**config.mk**
```make
export PLATFORM = sky130hd
export DESIGN_NAME = hog_window_scheduler
export DESIGN_NICKNAME = d
export VERILOG_FILES = /design/src/rtl/hog_window_scheduler.sv
export SDC_FILE = /design/constraint.sdc
export NUM_CORES = 1
export LEC_CHECK = 0
export ABC_CLOCK_PERIOD_IN_PS = 2270
export CORE_UTILIZATION = 40
export DETAILED_ROUTE_END_ITERATION = 10
export DONT_BUFFER_PORTS = 1
export GPL_TIMING_DRIVEN = 0
export HOLD_SLACK_MARGIN = 0.05
export PLACE_DENSITY_LB_ADDON = 0.1
export SLEW_MARGIN = 40
export SYNTH_ARGS = -nofsm -noshare
export SYNTH_HDL_FRONTEND = slang
export SYNTH_SLANG_ARGS = --single-unit
```
**constraint.sdc**
```tcl
create_clock -name iClk -period 2.27 [get_ports iClk]
set_clock_uncertainty 0.15 [all_clocks]
set_input_delay 0.227 -clock iClk [delete_from_list [all_inputs] [get_ports iClk]]
set_output_delay 0.227 -clock iClk [all_outputs]
set_load 0.005 [all_outputs]
```
**src/rtl/hog_window_scheduler.sv**
```systemverilog
// Slides a WIN_BXxWIN_BY block window over the frame, streaming block requests (1/cycle, held while iBlkReady low), then flags SVM scores above THRESH.
// Score-to-next-window latency 2 cycles; optional iAbort scan cancel under `define HOG_SCAN_ABORT_EN.
module hog_window_scheduler #(
  parameter int                 CELLS_X = 20,
  parameter int                 CELLS_Y = 30,
  parameter int                 WIN_BX  = 7,
  parameter int                 WIN_BY  = 15,
  parameter logic signed [15:0] THRESH  = 16'sd0
) (
  input  logic        iClk,
  input  logic        iRst,
  input  logic        iStart,
`ifdef HOG_SCAN_ABORT_EN
  input  logic        iAbort,
`endif
  output logic        oBusy,
  output logic        oBlkValid,
  input  logic        iBlkReady,
  output logic [6:0]  oBlkIdx,
  output logic [7:0]  oBlkX,
  output logic [7:0]  oBlkY,
  output logic        oWinLast,
  input  logic        iScoreValid,
  input  logic [15:0] iScore,
  output logic        oDetValid,
  output logic [7:0]  oDetX,
  output logic [7:0]  oDetY,
  output logic [15:0] oDetScore,
  output logic        oDone
);

  localparam logic [7:0] WX_LAST  = 8'(CELLS_X - WIN_BX - 1);
  localparam logic [7:0] WY_LAST  = 8'(CELLS_Y - WIN_BY - 1);
  localparam logic [7:0] BX_LAST  = 8'(WIN_BX - 1);
  localparam logic [6:0] IDX_LAST = 7'(WIN_BX * WIN_BY - 1);

  typedef enum logic [2:0] {S_IDLE, S_ISSUE, S_WAIT, S_ADV, S_DONE} state_t;

  state_t      state_q, state_d;
  logic [7:0]  winx_q, winy_q, bx_q, by_q;
  logic [6:0]  idx_q;
  logic        det_vld_q, done_q;
  logic [7:0]  det_x_q, det_y_q;
  logic [15:0] det_score_q;
  logic        abort, abort_now, xfer, win_last, frame_last, hit;

`ifdef HOG_SCAN_ABORT_EN
  assign abort = iAbort;
`else
  assign abort = 1'b0;
`endif

  // DONE already returns to IDLE and pulses oDone, so abort there must not add a second pulse.
  assign abort_now  = abort && (state_q != S_IDLE) && (state_q != S_DONE);
  assign xfer       = (state_q == S_ISSUE) && iBlkReady;
  assign win_last   = (idx_q == IDX_LAST);
  assign frame_last = (winx_q == WX_LAST) && (winy_q == WY_LAST);
  assign hit        = $signed(iScore) > THRESH;

  always_ff @(posedge iClk) begin
    if (iRst) state_q <= S_IDLE;
    else      state_q <= state_d;
  end

  always_comb begin
    state_d = state_q;
    case (state_q)
      S_IDLE:  if (iStart) state_d = S_ISSUE;
      S_ISSUE: if (xfer && win_last) state_d = S_WAIT;
      S_WAIT:  if (iScoreValid) state_d = S_ADV;
      S_ADV:   state_d = frame_last ? S_DONE : S_ISSUE;
      S_DONE:  state_d = S_IDLE;
      default: state_d = S_IDLE;
    endcase
    if (abort_now) state_d = S_IDLE;
  end

  always_ff @(posedge iClk) begin
    if (iRst) begin
      winx_q      <= '0;
      winy_q      <= '0;
      bx_q        <= '0;
      by_q        <= '0;
      idx_q       <= '0;
      det_vld_q   <= 1'b0;
      det_x_q     <= '0;
      det_y_q     <= '0;
      det_score_q <= '0;
      done_q      <= 1'b0;
    end else begin
      det_vld_q <= 1'b0;
      done_q    <= 1'b0;
      if (abort_now) begin
        done_q <= 1'b1;
        winx_q <= '0;
        winy_q <= '0;
        bx_q   <= '0;
        by_q   <= '0;
        idx_q  <= '0;
      end else begin
        case (state_q)
          S_IDLE: if (iStart) begin
            winx_q <= '0;
            winy_q <= '0;
            bx_q   <= '0;
            by_q   <= '0;
            idx_q  <= '0;
          end
          S_ISSUE: if (xfer) begin
            idx_q <= win_last ? 7'd0 : idx_q + 7'd1;
            if (bx_q == BX_LAST) begin
              bx_q <= '0;
              by_q <= win_last ? 8'd0 : by_q + 8'd1;
            end else begin
              bx_q <= bx_q + 8'd1;
            end
          end
          S_WAIT: if (iScoreValid && hit) begin
            det_vld_q   <= 1'b1;
            det_x_q     <= winx_q;
            det_y_q     <= winy_q;
            det_score_q <= iScore;
          end
          S_ADV: begin
            if (frame_last) begin
              winx_q <= '0;
              winy_q <= '0;
              done_q <= 1'b1;
            end else if (winx_q == WX_LAST) begin
              winx_q <= '0;
              winy_q <= winy_q + 8'd1;
            end else begin
              winx_q <= winx_q + 8'd1;
            end
          end
          default: ;
        endcase
      end
    end
  end

  assign oBusy     = (state_q != S_IDLE);
  assign oBlkValid = (state_q == S_ISSUE);
  assign oBlkIdx   = idx_q;
  assign oBlkX     = winx_q + bx_q;
  assign oBlkY     = winy_q + by_q;
  assign oWinLast  = (state_q == S_ISSUE) && win_last;
  assign oDetValid = det_vld_q;
  assign oDetX     = det_x_q;
  assign oDetY     = det_y_q;
  assign oDetScore = det_score_q;
  assign oDone     = done_q;

endmodule

```
# Word-level counts from Yosys, hierarchy flattened
# Index checks and enable logic that the tools add are counted.
dict set report totals {
  ff_bits 76
  inputBits 21
  out_inout_bits 60
  elab_cells 76
}
dict set report classes {
  n_addsub 7
  magnitude_cmp 1
  n_eq_ne 13
  muxes 25
  bitwise 2
  reduce_logical 17
}
# cell n
set op_table {}
lappend op_table {{$mux W8} 10}
lappend op_table {{$pmux W8 S2} 4}
lappend op_table {{$add A8 B1 Y8 const B} 4}
lappend op_table {{$mux W7} 3}
lappend op_table {{$add A8 B8 Y8} 2}
lappend op_table {{$eq A8 B4 Y1 const B} 2}
lappend op_table {{$gt A16 B1 Y1 const B} 1}
lappend op_table {{$pmux W7 S2} 1}
lappend op_table {{$mux W3} 4}
lappend op_table {{$pmux W3 S4} 1}
lappend op_table {{$reduce_and A3 Y1} 3}
lappend op_table {{$eq A8 B3 Y1 const B} 1}
lappend op_table {{$add A7 B1 Y7 const B} 1}
lappend op_table {{$eq A7 B7 Y1 const B} 1}
lappend op_table {{$eq A3 B2 Y1 const B} 2}
lappend op_table {{$ne A2 B1 Y1 const B} 3}
lappend op_table {{$logic_and A1 B1 Y1} 5}
lappend op_table {{$ne A2 B2 Y1 const B} 2}
lappend op_table {{$reduce_and A2 Y1} 2}
lappend op_table {{$reduce_and A4 Y1} 1}
lappend op_table {{$reduce_bool A2 Y1} 2}
lappend op_table {{$reduce_or A2 Y1} 2}
lappend op_table {{$eq A3 B1 Y1 const B} 1}
lappend op_table {{$logic_not A3 Y1} 1}
lappend op_table {{other kinds (4)} 6}

# Logic depth before layout (Yosys ltp)
# Gate-level depths: netlist of the first run.
dict set report depth {
  ltp_word 5
  ltp_mapped 9
  ltp_nobuf 7
}

# Least setup slack after synthesis of the first run
# Ideal clock, no wire load.
dict set report synth_path {
  path_kind {register -> register}
  from {register winx_q[0]}
  to {register winx_q[7]}
  setup_ns 0.091
  arrival_ns 1.852
  required_time_ns 2.029
  setup_slack_ns 0.177
  path_stages_with_launch 10
  path_buffers 3
  period_less_slack_ns 2.093
  path_cell_list {dfxtp_1 > clkbuf_1 > inv_1 > ha_1 > and3_1 > a21oi_2 > buf_6 > buf_2 > o21ai_0 > a311oi_1}
}
dict set report synth_between {
  elab_chain_cells 4
}
# element line
set synth_lines {}
lappend synth_lines {{start, declared} 40} ;# logic [7:0] winx_q, winy_q, bx_q, by_q;
lappend synth_lines {{start signal, assigned} 133} ;# winx_q <= winx_q + 8'd1;
lappend synth_lines {{$add A8 B1 Y8 / $eq A8 B4 Y1 (equally long branches)} {133, 57, 129}}
lappend synth_lines {{$mux W8 / $logic_and A1 B1 Y1 (equally long branches)} {129, 57}}
lappend synth_lines {{$mux W8 *} 125} ;# if (frame_last) begin
lappend synth_lines {{$pmux W8 S2 *} 101} ;# case (state_q)
# Every way passes the cells marked *; elsewhere a longest branch is shown, timed or not.
# A chain may end at the register's enable or synchronous reset.

# Worst setup path after layout of the first run
dict set report layout_path {
  from {register winy_q[2]}
  to {output port oBlkY[7]}
}
dict set report layout_between {
  elab_chain_cells 1
}
# element line
set layout_lines {}
lappend layout_lines {{start, declared} 40}
lappend layout_lines {{start signal, assigned} 131} ;# winy_q <= winy_q + 8'd1;
lappend layout_lines {{$add A8 B8 Y8} 146} ;# assign oBlkY = winy_q + by_q;
lappend layout_lines {{end, declared} 21} ;# output logic [7:0] oBlkY,
# No other way between the ends.

==> results of run 1 <==
state kept, by name, summed over array words and instances, names as in the netlist, 3 cells and up:
signal and flops:
by_q 8, winy_q 8, state_q 3, oDetX 8, bx_q 8, oDetY 8, oDetScore 16, oBlkIdx 7
winx_q 8
cells in the final DEF (no fill, tap or decap), drive strengths merged, types with 3 or more instances in the layout:
master,instances
o22ai,4
nand2,21
a22oi,3
nand3,46
inv,25
or4,3
nor4,7
nor2b,5
a311oi,9
o211ai,5
a211oi,10
bufinv,4
a21oi,48
nand2b,4
a31oi,3
xnor2,8
ha,23
clkbuf,31
a41oi,4
nand4,12
o31ai,6
dfxtp,76
o21a,5
nor2,31
and2,7
o21ai,43
o41ai,5
and3,9
dlygate4sd3,17
xor2,12
and4,4
buf,17
nor3,7
per-stage QoR:
step | area, um^2 | utilization (%) | worst slack [ns] | TNS, ns | hold WS [ns]
global placement | 4466 | 43.06 | -0.2101 | -1.193 | 0.2269
finish | 5164 | 49.79 | -0.02847 | -0.02847 | 0.05826
detailed placement | 4466 | 43.06 | -0.2597 | -1.628 | 0.2342
CTS | 5076 | 48.95 | -0.08160 | -0.08160 | 0.05850
floorplan | 4295 | - | 0.1770 | 0 | 0.2247
global route | 5164 | 49.79 | -0.1298 | -0.1967 | 0.08361
cell usage after synthesis, types with 8 or more instances:
cell type and number:
and3_1 9, xor2_1 12, nand4_1 12, xnor2_1 8
nand2_1 21, a211oi_1 10, ha_1 23, dfxtp_1 76
clkbuf_1 22, nand3_1 46, nor2_1 29, o21ai_0 43
a311oi_1 9, a21oi_1 46, inv_1 25
power by group through the flow:
stage	Sequential [uW]	Combinational, uW	Clock [uW]
after floorplan	1370	85.6	0
after global placement	1370	115	0
after detailed placement	1370	116	0
after CTS	1340	143	1380
after global routing	1330	158	1440
final	1330	145	1350
final cells by class:
cell class                      instances  area [um^2]  area share [%]
Clock buffer                            9        123.9           2.399
Inverter                               25        93.84           1.817
Sequential cell                        76         1562           30.24
Buffer                                 30        181.4           3.513
Clock inverter                          6        137.6           2.665
Tap cell                              136        170.2           3.295
Timing Repair Buffer                   27        245.2           4.749
Multi-Input combinational cell        378         2650           51.32
routing by layer:
metal / wire, um / part of all wire (%) / track usage, % / vias to the layer above
li1: - / - / - / 1978
met1: 5267 / 46 / 25.55 / 1835
met2: 5308 / 47 / 35.48 / 96
met3: 666 / 5.9 / 5.071 / 11
met4: 129 / 1.1 / 6.746 / 0
met5: 0 / 0 / 0 / -
worst max-delay path: stages (launching register included):
cell,delay [ns]
dfxtp_4,0.42
ha_4,0.23
and3_4,0.17
a221o_1,0.35
o41ai_2,0.24
xnor2_1,0.18
worst paths after layout:
check / startpoint / end / cells after the start
max: winy_q[2]$_SDFFE_PP0P_ / oBlkY[7] / 5
min: iScoreValid / state_q[0]$_SDFFE_PP0P_ / 2
max reg2reg: state_q[0]$_SDFFE_PP0P_ / by_q[4]$_SDFFE_PP0P_ / 5
min reg2reg: oDetScore[15]$_SDFFE_PP0P_ / oDetScore[15]$_SDFFE_PP0P_ / 2
cells by family after synthesis:
family,after synthesis
AOI/OAI and AO/OA,159
xor gates and xnor gates,20
adders and majority gates,25
buffers and inverters,57
DFF,76
muxes,1
and+or+nand+nor,173
repair_timing:
| item | 4_1_cts | 5_1_grt |
|---|---|---|
| setup endpoints to repair | 17 | 16 |
| hold buffers | 17 | 0 |
| pin swaps | 9 | 10 |
| buffers inserted | 7 | 3 |
| endpoints found under the hold margin | 17 | 0 |
| resized for setup | 38 | 14 |
==> impl_metrics.toml, run 1 <==
[yosys]
synth_compound_area_share_pct = 23.83
ys_top_cells_by_area = "dfxtp_1 35%, ha_1 6.7%, a21oi_1 5.4%"
netlist_area_um2 = 4295
yosysUniqueCellTypes = 65
synthXorXnorAreaFrac_pct = 4.078
yosysTopAreaCellShare_pct = 35.42
ys_seq_elements = 76
synth_mux_area_share_pct = 0.2622
yosysWarnings = 0
async_reset_ff_share_pct = 0
synth_area_leader_cell = "dfxtp_1"
ys.flop_type = "dfxtp_1"
syn_nets = 557
synthSimpleGateAreaFrac_pct = 22.37
synth_edf_count = 0
yosysSeqAreaShare_pct = 35.42
synthAdderAreaFrac_pct = 7.632
postSynthAreaPerCell_um2 = 8.406
synth_top_family_by_area = "compound AO/OA/AOI/OAI gates"
postSynthCellCount = 511

[clock_tree]
cts_tree = "built"
cts_buffer_depth = 2
clk_pin_slew_ns = 0.08
htree_levels = 3
cts_made_buffers = 9
clock-root-buffer = "clkbuf_8"
clock-sinks = 76
clk_latency_ns = 0.34

[grt]
gr-usage-all-layers_pct = 20.75
grt_pass1_wl_mm = 18.73
grt_max_degree = 20
grt-ovfl-total = 0
antenna_found_initial = 0
grt_pass1_vias = 3887

[power_and_ir_drop]
p_seq_share_pct = 47.2
total_power_uw = 2826
switching_share_pct = 21.25
comb_power_share_pct = 5.1
max-vdd-ir-drop_uv = 339.5
pwr_density_cell_nw_per_um2 = 547.3
pwr-share-clk_pct = 47.7
p_int_uw = 2226
p_sw_uw = 600.5
leakage_uw = 0.001780

[worst_hold_path]
hold_class = "in2reg"

[drt]
num_vias = 3920
viasPerCell = 5.706
drc = 0
antenna_left = 0
wl_mm = 11.37
first_pass_iters = 4
routedWlPerCell_um = 16.55
dr.first_iter.drc_count = 180

[place]
placed_cells = 647
port_buffers = 0
place.gp.congestion = 0.8301
place.detailed.hpwl_mm = 8.311

[run]
max_cap_violations = 0

[critical_path]
endpoint_kind = "output port"
cp-start-kind = "register"
critPathArrivalTime_ns = 1.92
path_max_fanout = 8
required_ns = 1.89
regToRegSetupSlack_ns = 0.19
critPathKind = "reg2out"

[sta]
grt_setup_unrepaired = "yes"
setup_ws_ns = -0.02847
final.period_utilization_pct = 101.3
final-max-slew-violation-count = 0
slew_headroom_pct = 49.81
setup_viol = 1
tightest_slew_ns = 0.7528
hold_viol = 0
fmax_mhz = 435.1
period_minus_slack_ns = 2.298

[outcome]
failed_checks = "negative setup slack"
status = "complete, but fails checks"

[cells_and_area]
layout-drive-gt1-share_pct = 14.52
antenna_cells = 0
fin_nets = 593
final.fill_count = 1035
area_growth_pct = 20.22
finalNonFillerCells = 687

[die]
num_io_pins = 81
std_cell_rows = 37
die_h_um = 105.6
die_x_um = 105.6
die_area_um2 = 11160
start_util_pct = 41.42
coreArea_um2 = 10370
Power figures use the tool's default switching activity.
==> run 2: changes to the inputs <==
--- a/config.mk
+++ b/config.mk
@@ -6,12 +6,13 @@
 export NUM_CORES = 1
 export LEC_CHECK = 0
 export ABC_CLOCK_PERIOD_IN_PS = 2270
+export BUFFER_PORTS_ARGS = -buffer_cell sky130_fd_sc_hd__buf_2
 export CORE_UTILIZATION = 40
 export DETAILED_ROUTE_END_ITERATION = 10
-export DONT_BUFFER_PORTS = 1
 export GPL_TIMING_DRIVEN = 0
 export HOLD_SLACK_MARGIN = 0.05
 export PLACE_DENSITY_LB_ADDON = 0.1
+export REMOVE_ABC_BUFFERS = 1
 export SLEW_MARGIN = 40
 export SYNTH_ARGS = -nofsm -noshare
 export SYNTH_HDL_FRONTEND = slang
==> run 2 against run 1 <==
Global-route usage is 0.30 points higher. Via count grew 7.2%. Utilization up 3.7 points. First-iteration DRC count up 12%. Largest power group is now registers. Cell count rose by 9.6%. Register-to-register slack worse by 0.08 ns. Sequential power about the same. The run still ends with negative setup slack left. Die area unchanged.
==> impl_metrics.toml, run 2 (synthesis gave the netlist of run 1 again) <==
[outcome]
status = "complete, but fails checks"
failed_checks = "negative setup slack"

[sta]
final.period_utilization_pct = 105.8
setup_ws_ns = -0.1313
slew_headroom_pct = 54.95
period_minus_slack_ns = 2.401
final-max-slew-violation-count = 0
setup_viol = 5
grt_setup_unrepaired = "yes"
tightest_slew_ns = 0.6758
fin_setup_tns_ns = -0.3620
hold_viol = 0
fmax_mhz = 416.4

[die]
std_cell_rows = 37
num_io_pins = 81
die_h_um = 105.6
die_area_um2 = 11160
die_x_um = 105.6
coreArea_um2 = 10370
start_util_pct = 41.42

[critical_path]
cp-start-kind = "register"
required_ns = 1.89
path_buf_inv = 1
cp_slowest_cell = "dfxtp_4"
critPathLaunch = "by_q[4]$_SDFFE_PP0P_"
critPathMaxStageDelay_ns = 0.38
path_delay_family = "compound AO/OA/AOI/OAI gates"
critPathKind = "reg2out"
rr_startpoint = "winx_q[0]$_SDFFE_PP0P_"
endpoint_kind = "output port"
path_cells = "ha_4 > and3_4 > a221o_1 > o41ai_2 > xnor2_1 > buf_2"
critPathArrivalTime_ns = 2.02
path_max_fanout = 5

[drt]
num_vias = 4201
first_pass_iters = 4
wl_mm = 11.55
antenna_left = 0
drc = 0
viasPerCell = 5.579
dr.first_iter.drc_count = 202
routedWlPerCell_um = 15.34

[place]
place.gp.congestion = 0.8423
place.detailed.hpwl_mm = 7.349
port_buffers = 80

[clock_tree]
clk_pin_slew_ns = 0.08
cts_buffer_depth = 2
htree_levels = 3
cts_tree = "built"
clock-sinks = 76
cts_made_buffers = 9
clk_latency_ns = 0.35
clock-root-buffer = "clkbuf_8"

[cells_and_area]
final_common_cell = "buf_2"
final_cell_mix = "79 x buf_2, 55 x dfxtp_1, 45 x nand3_1"
fin_nets = 659
largest_reg_flops = 16
area_growth_pct = 29.10
layout-drive-gt1-share_pct = 29.34
final.fill_count = 987
antenna_cells = 0

[power_and_ir_drop]
total_power_uw = 2640
pwr_density_cell_nw_per_um2 = 476.0
p_sw_uw = 588.8
comb_power_share_pct = 5.7
p_seq_share_pct = 50.2
pwr-share-clk_pct = 44.1
p_int_uw = 2051
max-vdd-ir-drop_uv = 333.0
leakage_uw = 0.002167
switching_share_pct = 22.30

[grt]
grt_pass1_vias = 3966
grt_max_degree = 64
gr-usage-all-layers_pct = 21.05
antenna_found_initial = 0
grt-ovfl-total = 0
grt_pass1_wl_mm = 19.09

[worst_hold_path]
hold_class = "in2reg"
min-delay-start = "iBlkReady"

[run]
max_cap_violations = 0
==> run 2: layer usage <==
metal | GRT usage, % | part of all wire, % | vias up
met2 | 32.85 | 47 | 89
met1 | 28.43 | 48 | 1999
met3 | 3.896 | 4.2 | 10
met5 | 0 | 0 | -
met4 | 9.028 | 1.3 | 0
li1 | - | - | 2103
==> run 2: stage by stage <==
step                cell area, um^2  util (%)  setup slack (ns)  hold WS (ns)  std cells
floorplan                      4114         -            0.1089        0.1461        479
global placement               4684     45.17           -0.4681        0.2847        695
detailed placement             4717     45.49           -0.1563        0.2891        697
CTS                            5443     52.49           -0.2386        0.1819        745
global route                   5545     53.47           -0.1976        0.2446        753
finish                         5545     53.47           -0.1313        0.2018        753
==> run 2: layout make-up <==
class                   count  area (um^2)  area share, %
multi-input cells         379         2711          48.89
flip-flops and latches     76         1588          28.63
repair buffers            122        755.7          13.63
well taps                 136        170.2          3.069
clock buffers              11        151.4          2.730
inverters                  25        96.34          1.737
clock inverters             4        72.57          1.309
==> run 2: power by group through the flow <==
stage / Combinational [uW] / Clock, uW / Sequential [uW]
4_1_cts: 148 / 1190 / 1330
3_5_place_dp: 125 / 0 / 1380
2_1_floorplan: 60.4 / 0 / 1370
5_1_grt: 166 / 1250 / 1330
3_3_place_gp: 123 / 0 / 1380
6_report: 150 / 1160 / 1330
==> run 2: path summary, 6_finish.rpt <==
kind                                      to  slack, ns  depth (start not counted)
setup / recovery                    oBlkY[7]      -0.13                          6
hold / removal       state_q[0]$_SDFFE_PP0P_       0.20                          4
setup reg to reg      winx_q[2]$_SDFFE_PP0P_       0.11                          7
hold reg to reg   oDetScore[15]$_SDFFE_PP0P_       0.30                          2
==> run 2: timing repair <==
item	4_1_cts	5_1_grt
hold buffers	15	0
endpoints found under the setup margin	19	58
gates resized for setup	59	11
endpoints found under the hold margin	15	0
cloned	1	0
setup buffers	17	8
pin swaps	22	17
==> run 2: worst reg2reg max path, stage by stage, from the launching register on <==
cell	delay, ns
dfxtp_4	0.37
buf_4	0.17
inv_1	0.05
ha_1	0.18
and3_2	0.27
a21oi_4	0.35
or2b_1	0.26
a311oi_1	0.25
